==> config.mk <==
export PLATFORM = sky130hd
export DESIGN_NAME = matrix_mult_seq
export DESIGN_NICKNAME = d
export VERILOG_FILES = /design/src/rtl/matrix_mult_seq.sv
export SDC_FILE = /design/constraint.sdc
export NUM_CORES = 2
export LEC_CHECK = 0
export ABC_AREA = 1
export BUFFER_PORTS_ARGS = -buffer_cell sky130_fd_sc_hd__buf_2
export CAP_MARGIN = 20
export CORE_MARGIN = 2
export CORE_UTILIZATION = 45
export CTS_CLUSTER_SIZE = 10
export DETAILED_ROUTE_END_ITERATION = 7
export SETUP_SLACK_MARGIN = 0.3
export SYNTH_ARGS = -nofsm -noshare
export SYNTH_HDL_FRONTEND = slang
export SYNTH_SLANG_ARGS = --single-unit
==> constraint.sdc <==
create_clock -name clk -period 6.7 [get_ports clk]
set_input_delay 0 -clock clk [delete_from_list [all_inputs] [get_ports clk]]
set_output_delay 0 -clock clk [all_outputs]
set_load 0.005 [all_outputs]
==> src/rtl/matrix_mult_seq.sv <==
// Sequential NxN matrix multiplier, C = A x B, one multiply-accumulate per clock.
// Operands are captured on start; c_flat updates atomically with the done pulse.
module matrix_mult_seq #(
    parameter int unsigned N      = 2,
    parameter int unsigned DW     = 32,
    parameter int unsigned SIGNED = 0
) (
    input  logic                               clk,
    input  logic                               rst_n,
    input  logic                               start,
    input  logic [N*N*DW-1:0]                  a_flat,
    input  logic [N*N*DW-1:0]                  b_flat,
    output logic                               busy,
    output logic                               done,
    output logic [N*N*(2*DW+$clog2(N))-1:0]    c_flat
);

    localparam int unsigned ACC_W = 2*DW + $clog2(N);
    localparam int unsigned IW    = $clog2(N);
    localparam int unsigned PW    = 2*DW + 2;
    localparam int unsigned CW    = N*N*ACC_W;
    localparam logic [IW-1:0] LAST = IW'(N-1);

    typedef enum logic [1:0] {IDLE, RUN, DONE} state_t;

    state_t            state_q, state_n;
    logic [DW-1:0]     a_q [N][N];
    logic [DW-1:0]     a_n [N][N];
    logic [DW-1:0]     b_q [N][N];
    logic [DW-1:0]     b_n [N][N];
    logic [ACC_W-1:0]  sh_q [N][N];
    logic [ACC_W-1:0]  sh_n [N][N];
    logic [ACC_W-1:0]  acc_q, acc_n;
    logic [IW-1:0]     i_q, i_n, j_q, j_n, k_q, k_n;
    logic              busy_q, busy_n, done_q, done_n;
    logic [CW-1:0]     c_q, c_n;

    // MAC datapath: extend by one bit so a single signed multiply serves both modes
    logic [DW-1:0]        a_el, b_el;
    logic signed [DW:0]   a_ext, b_ext;
    logic signed [PW-1:0] prod;
    logic [ACC_W-1:0]     acc_sum;

    assign a_el    = a_q[i_q][k_q];
    assign b_el    = b_q[k_q][j_q];
    assign a_ext   = {(SIGNED != 0) & a_el[DW-1], a_el};
    assign b_ext   = {(SIGNED != 0) & b_el[DW-1], b_el};
    assign prod    = a_ext * b_ext;
    assign acc_sum = acc_q + ACC_W'(prod);

    // Next-state and datapath control
    always_comb begin
        state_n = state_q;
        a_n     = a_q;
        b_n     = b_q;
        sh_n    = sh_q;
        acc_n   = acc_q;
        i_n     = i_q;
        j_n     = j_q;
        k_n     = k_q;
        busy_n  = busy_q;
        done_n  = 1'b0;
        c_n     = c_q;
        unique case (state_q)
            IDLE: begin
                if (start) begin
                    for (int r = 0; r < int'(N); r++) begin
                        for (int s = 0; s < int'(N); s++) begin
                            a_n[r][s] = a_flat[(r*N+s)*DW +: DW];
                            b_n[r][s] = b_flat[(r*N+s)*DW +: DW];
                        end
                    end
                    i_n     = '0;
                    j_n     = '0;
                    k_n     = '0;
                    acc_n   = '0;
                    busy_n  = 1'b1;
                    state_n = RUN;
                end
            end
            RUN: begin
                if (k_q != LAST) begin
                    acc_n = acc_sum;
                    k_n   = k_q + 1'b1;
                end else begin
                    sh_n[i_q][j_q] = acc_sum;
                    acc_n = '0;
                    k_n   = '0;
                    if (j_q != LAST) begin
                        j_n = j_q + 1'b1;
                    end else begin
                        j_n = '0;
                        i_n = i_q + 1'b1;
                    end
                    // Final element: publish the whole shadow matrix in one edge
                    if (i_q == LAST && j_q == LAST) begin
                        i_n = '0;
                        for (int r = 0; r < int'(N); r++) begin
                            for (int s = 0; s < int'(N); s++) begin
                                c_n[(r*N+s)*ACC_W +: ACC_W] = sh_n[r][s];
                            end
                        end
                        done_n  = 1'b1;
                        busy_n  = 1'b0;
                        state_n = DONE;
                    end
                end
            end
            DONE:    state_n = IDLE;
            default: state_n = IDLE;
        endcase
    end

    // State and datapath registers
    always_ff @(posedge clk or negedge rst_n) begin
        if (!rst_n) begin
            state_q <= IDLE;
            for (int r = 0; r < int'(N); r++) begin
                for (int s = 0; s < int'(N); s++) begin
                    a_q[r][s]  <= '0;
                    b_q[r][s]  <= '0;
                    sh_q[r][s] <= '0;
                end
            end
            acc_q  <= '0;
            i_q    <= '0;
            j_q    <= '0;
            k_q    <= '0;
            busy_q <= 1'b0;
            done_q <= 1'b0;
            c_q    <= '0;
        end else begin
            state_q <= state_n;
            a_q     <= a_n;
            b_q     <= b_n;
            sh_q    <= sh_n;
            acc_q   <= acc_n;
            i_q     <= i_n;
            j_q     <= j_n;
            k_q     <= k_n;
            busy_q  <= busy_n;
            done_q  <= done_n;
            c_q     <= c_n;
        end
    end

    assign busy   = busy_q;
    assign done   = done_q;
    assign c_flat = c_q;

endmodule

# [Word level (Yosys, flattened, before mapping)]
# Index checks and enable logic that the tools add are counted.
# W data, S select, Z words.
[word_totals] reg_bits=848 input_bits=259 output_inout_bits=262 word_cells=92
[classes] n_addsub=4 n_mul=1 magnitude_cmp=5 eq_ne=5 muxes=41 bitwise_logic=3 n_reduce_logical=13
[ops] cell="$mux W64" count=6
[ops] cell="$bwmux W260" count=1
[ops] cell="$mux W65" count=3
[ops] cell="$mux W32" count=6
[ops] cell="$demux W130 S1" count=1
[ops] cell="$mux W130" count=1
[ops] cell="$pmux W65 S2" count=1
[ops] cell="$add A65 B64 Y65" count=1
[ops] cell="$demux W65 S1" count=1
[ops] cell="$mul A32 B32 Y64" count=1
[ops] cell="$mux W1" count=13
[ops] cell="$reduce_and A3 Y1" count=3
[ops] cell="$pmux W1 S2" count=4
[ops] cell="$reduce_and A4 Y1" count=2
[ops] cell="$ge A2 B2 Y1 const B" count=3
[ops] cell="$mux W2" count=3
[ops] cell="$ne A2 B2 Y1 const B" count=3
[ops] cell="$not A1 Y2" count=3
[ops] cell="$reduce_and A2 Y1" count=3
[ops] cell="$lt A2 B1 Y1 const B" count=2
[ops] cell="$pmux W2 S2" count=1
[ops] cell="$add A1 B1 Y1 const B" count=3
[ops] cell="$logic_and A1 B1 Y1" count=3
[ops] cell="$ne A3 B3 Y1 const B" count=1
[ops] cell="3 further kinds" count=3

# [Depth between registers and ports, before layout]
[depth] depth_word=11 ltp_mapped=40 ltp_nobuf=36

# [Worst setup path after synthesis]
# No wires, ideal clock.
[synth_timing] kind="register to register" start="reg i_q" end="reg sh_q[97] (netlist bit)" setup_time_ns=0.131 arrival_time_ns=7.142 t_required_ns=6.569 setup_slack_ns=-0.573 path_stages_with_launch=37 path_buffers=4 period_less_slack_ns=7.273 path_cell_list="dfrtp_1 > buf_6 > inv_2 > buf_6 > buf_4 > nand2_1 > a32oi_4 > buf_2 > nand2_1 > fa_1 > fa_1 > inv_1 > fa_1 > inv_1 > fa_1 > inv_1 > fa_1 > inv_1 > fa_1 > inv_1 > fa_1 > inv_1 > fa_1 > inv_1 > ha_1 > nand2_1 > inv_1 > nand2_1 > nand2_1 > nand2_1 > nand2_1 > a21oi_1 > nand2_2 > xnor2_1 > nand2_1 > nand3_1 > o21ai_0"
[synth_via] elab_chain_cells=10 elab_cells_between_ends=15 classes_between="add/sub: 1; mul: 1; order compare: 2; mux: 9; bitwise: 1; reduce/logical: 1"
[synth_rtl] item="start: declaration" line_no="34" source="logic [IW-1:0] i_q, i_n, j_q, j_n, k_q, k_n;"
[synth_rtl] item="start signal: assignment" line_no="138" source="i_q <= i_n;"
[synth_rtl] item="$not A1 Y2 (not written as such) (*)" line_no="44, 86"
[synth_rtl] item="$mux W64 (not written as such) (3 in a row)" line_no="44" source="assign a_el = a_q[i_q][k_q];"
[synth_rtl] item="$mux W32 (not written as such) (3 in a row)" line_no="44"
[synth_rtl] item="$mul A32 B32 Y64" line_no="48" source="assign prod = a_ext * b_ext;"
[synth_rtl] item="$add A65 B64 Y65" line_no="49" source="assign acc_sum = acc_q + ACC_W'(prod);"
[synth_rtl] item="$bwmux W260 (*)" line_no="86" source="sh_n[i_q][j_q] = acc_sum;"
[synth_rtl] item="end signal: assignment" line_no="136" source="sh_q <= sh_n;"
[synth_rtl] item="end: declaration" line_no="31" source="logic [ACC_W-1:0] sh_q [N][N];"
# Mark *: on every way between the ends. The rest lies on a longest branch, timed or not. The select of a mux whose other input is x is not followed.
# A chain may end at the register's enable or synchronous reset.

# [Final worst setup path]
[layout_timing] start="reg i_q" end="reg sh_q[49] (netlist bit)"
# The elaborated chain is that of the path after synthesis.

==> impl_metrics.py <==
metrics = {
    "critical_path": {
        "cp.arrival_ns": 8.95,
        "endpoint_kind": "flip-flop",
        "worstPathRequired_ns": 7.33,
        "crit_type": "reg -> reg",
        "cp_slowest_cell": "a21oi_1",
        "worstSetupStartpointType": "flip-flop",
        "critPathBufInv": 13,
        "path_delay_family": "adder cells",
        "cp_slowest_stage_delay_ns": 0.71,
        "crit_fanout": 15,
    },
    "synth": {
        "synth_cell_type_count": 46,
        "synthesis.nets": 10151,
        "syn_inst": 8683,
        "async_flop_share": 1.00,
        "yosysSeqAreaShare": 0.283,
        "synth_seq_cells": 796,
        "netlist_area_mm2": 0.0703,
        "synth_edf_count": 0,
        "synthFlopType": "dfrtp_1",
        "ys_warn_count": 0,
        "synth.avg_cell_area_um2": 8.10,
    },
    "timing": {
        "hold_slack_ns": 0.0233,
        "setup_ws_ns": -1.63,
        "rsz0062_at_grt": "yes",
        "finalClockSkew_ns": 0.0958,
        "min_period_ns": 8.33,
        "finalSetupViolations": 413,
        "max_freq_mhz": 120,
        "hold_violations": 0,
        "finalCritPeriodShare": 1.24,
        "drv_slew": 0,
        "relSlewSlack": 0.132,
        "worst_pin_slew_ns": 1.30,
    },
    "floorplanning": {
        "fp.dieH_um": 399,
        "start_util": 0.452,
        "core_area_mm2": 0.156,
        "ios": 521,
        "dieArea_mm2": 0.159,
        "die_w_um": 399,
        "rows": 145,
    },
    "drt": {
        "wl_per_cell_um": 23.0,
        "post-route-drc-count": 3,
        "antenna_left": 0,
        "routed_wl_um": 285000,
        "first_iter_violations": 6511,
        "via_per_inst": 5.36,
        "vias": 66411,
        "first_pass_iters": 8,
    },
    "place": {
        "dp_hpwl_um": 203000,
        "place_congestion": 1.02,
        "io_buffers": 520,
    },
    "layout": {
        "nets": 11729,
        "drive_gt1_frac": 0.262,
        "mostFrequentLayoutCells": "nand2_1 (2774), inv_1 (1359), fa_1 (880)",
        "syn2layout_area_growth_pct": 36.1,
        "final_common_cell": "nand2_1",
    },
    "grt": {
        "antenna_found_initial": 47,
        "grt_pass1_wl_um": 433000,
        "grt_usage": 0.366,
        "grt_pass1_vias": 69107,
        "grt_overflow": 0,
        "grt_max_degree": 208,
    },
    "clock_tree": {
        "path_clk_slew_ns": 0.06,
        "clk_latency_ns": 0.78,
        "clock_path_buffers": 3,
        "cts_tree": "yes",
        "cts_sinks": 796,
        "cts_buffers": 96,
        "cts_root_buffer": "clkbuf_16",
        "cts_htree_levels": 3,
    },
    "worst_hold_path": {
        "min_path_type": "in -> reg",
    },
    "run_status": {
        "status": "complete, but fails checks",
        "failed_checks": "design-rule violations, negative setup slack",
    },
    "run": {
        "maxCapViolCount": 0,
    },
}
-- synth_stat cells, drive strengths merged (20+ instances only) --
library cell,n,area (µm²)
a21oi,112,561
a32oi,64,985
buf,216,1120
clkbuf,200,752
dfrtp,796,19900
fa,961,19200
ha,248,3100
inv,1525,5720
nand2,3098,11700
nand3,304,1560
nand4,59,369
nor2,591,2290
o211ai,21,158
o21ai,307,1540
o22ai,20,125
or2,86,538
-- registers in the layout (all words and copies together), names as in the netlist --
name and flops:
c_flat 260, sh_q 208, a_q 128, b_q 128
acc_q 65, state_q 2, busy 1, done 1
i_q 1, j_q 1, k_q 1
-- what timing repair did --
action,in CTS,in global routing
endpoints found under the setup margin,415,415
hold endpoints to repair,497,0
resized for setup,542,763
pin swaps,127,248
cloned,14,3
hold buffers,478,0
setup buffers,75,54
-- kinds of logic (layout without fill, tap and decap cells) --
group,after synthesis,count (layout),share of synthesized area
compound gates,548,548,0.0505
buf+inv,1942,3551,0.108
other cells,0,39,0
mux,8,8,0.00114
simple gates,4155,4155,0.235
fa+ha+maj,1209,1209,0.318
flops,796,796,0.283
xor+xnor,25,25,0.00408
-- final timing paths --
kind,endpoint,cells past startpoint,start,slack [ns]
setup / recovery,sh_q[49]$_DFFE_PN0P_,36,i_q$_DFFE_PN0P_,-1.63
setup reg to reg,sh_q[49]$_DFFE_PN0P_,36,i_q$_DFFE_PN0P_,-1.63
min in group asynchronous,c_flat[145]$_DFFE_PN0P_,4,rst_n,0.54
hold reg to reg,sh_q[240]$_DFFE_PN0P_,2,sh_q[240]$_DFFE_PN0P_,0.47
max in group asynchronous,b_q[48]$_DFFE_PN0P_,4,rst_n,5.12
hold / removal,b_q[119]$_DFFE_PN0P_,4,b_flat[23],0.02
-- layer usage --
layer	routed length [µm]	global-route usage	share of wire	vias to the layer above
met5	191	0.0154	0.00067	-
met4	16900	0.169	0.059	24
met3	28900	0.120	0.10	1043
met2	124000	0.542	0.44	3453
met1	114000	0.487	0.40	32932
li1	-	-	-	28959
-- layout make-up --
| type | instances | area, µm² |
|---|---|---|
| fill | 13111 | 60000 |
| multi-input combinational | 5945 | 47600 |
| sequential | 796 | 19900 |
| timing repair buffer | 1889 | 16500 |
| inverter | 1526 | 5980 |
| tap | 2058 | 2570 |
| clock buffer | 111 | 2500 |
| clock inverter | 18 | 364 |
| antenna | 39 | 97.6 |
| timing repair inverter | 7 | 81.3 |
-- through the flow --
| stage | area (µm²) | cells | TNS [ns] | setup slack, ns | utilization |
|---|---|---|---|---|---|
| after floorplan | 71500 | 8683 | -58.51 | -0.248 | - |
| after global placement | 81700 | 11597 | -573.94 | -1.78 | 0.525 |
| after detailed placement | 81700 | 11597 | -568.97 | -1.76 | 0.525 |
| after CTS | 92400 | 12293 | -472.15 | -1.43 | 0.593 |
| after global routing | 95600 | 12366 | -644.17 | -1.81 | 0.614 |
| final | 95700 | 12389 | -564.46 | -1.63 | 0.615 |
-- tightest hold or removal path, delay by kind of cell --
kind | cells | cell delay [ns]
buffers and inverters | 2 | 0.63
and+or+nand+nor | 2 | 0.09
Power is left out: the tool's default activity adds up to more than one toggle a clock period on the data nets, which glitch-free logic cannot reach.
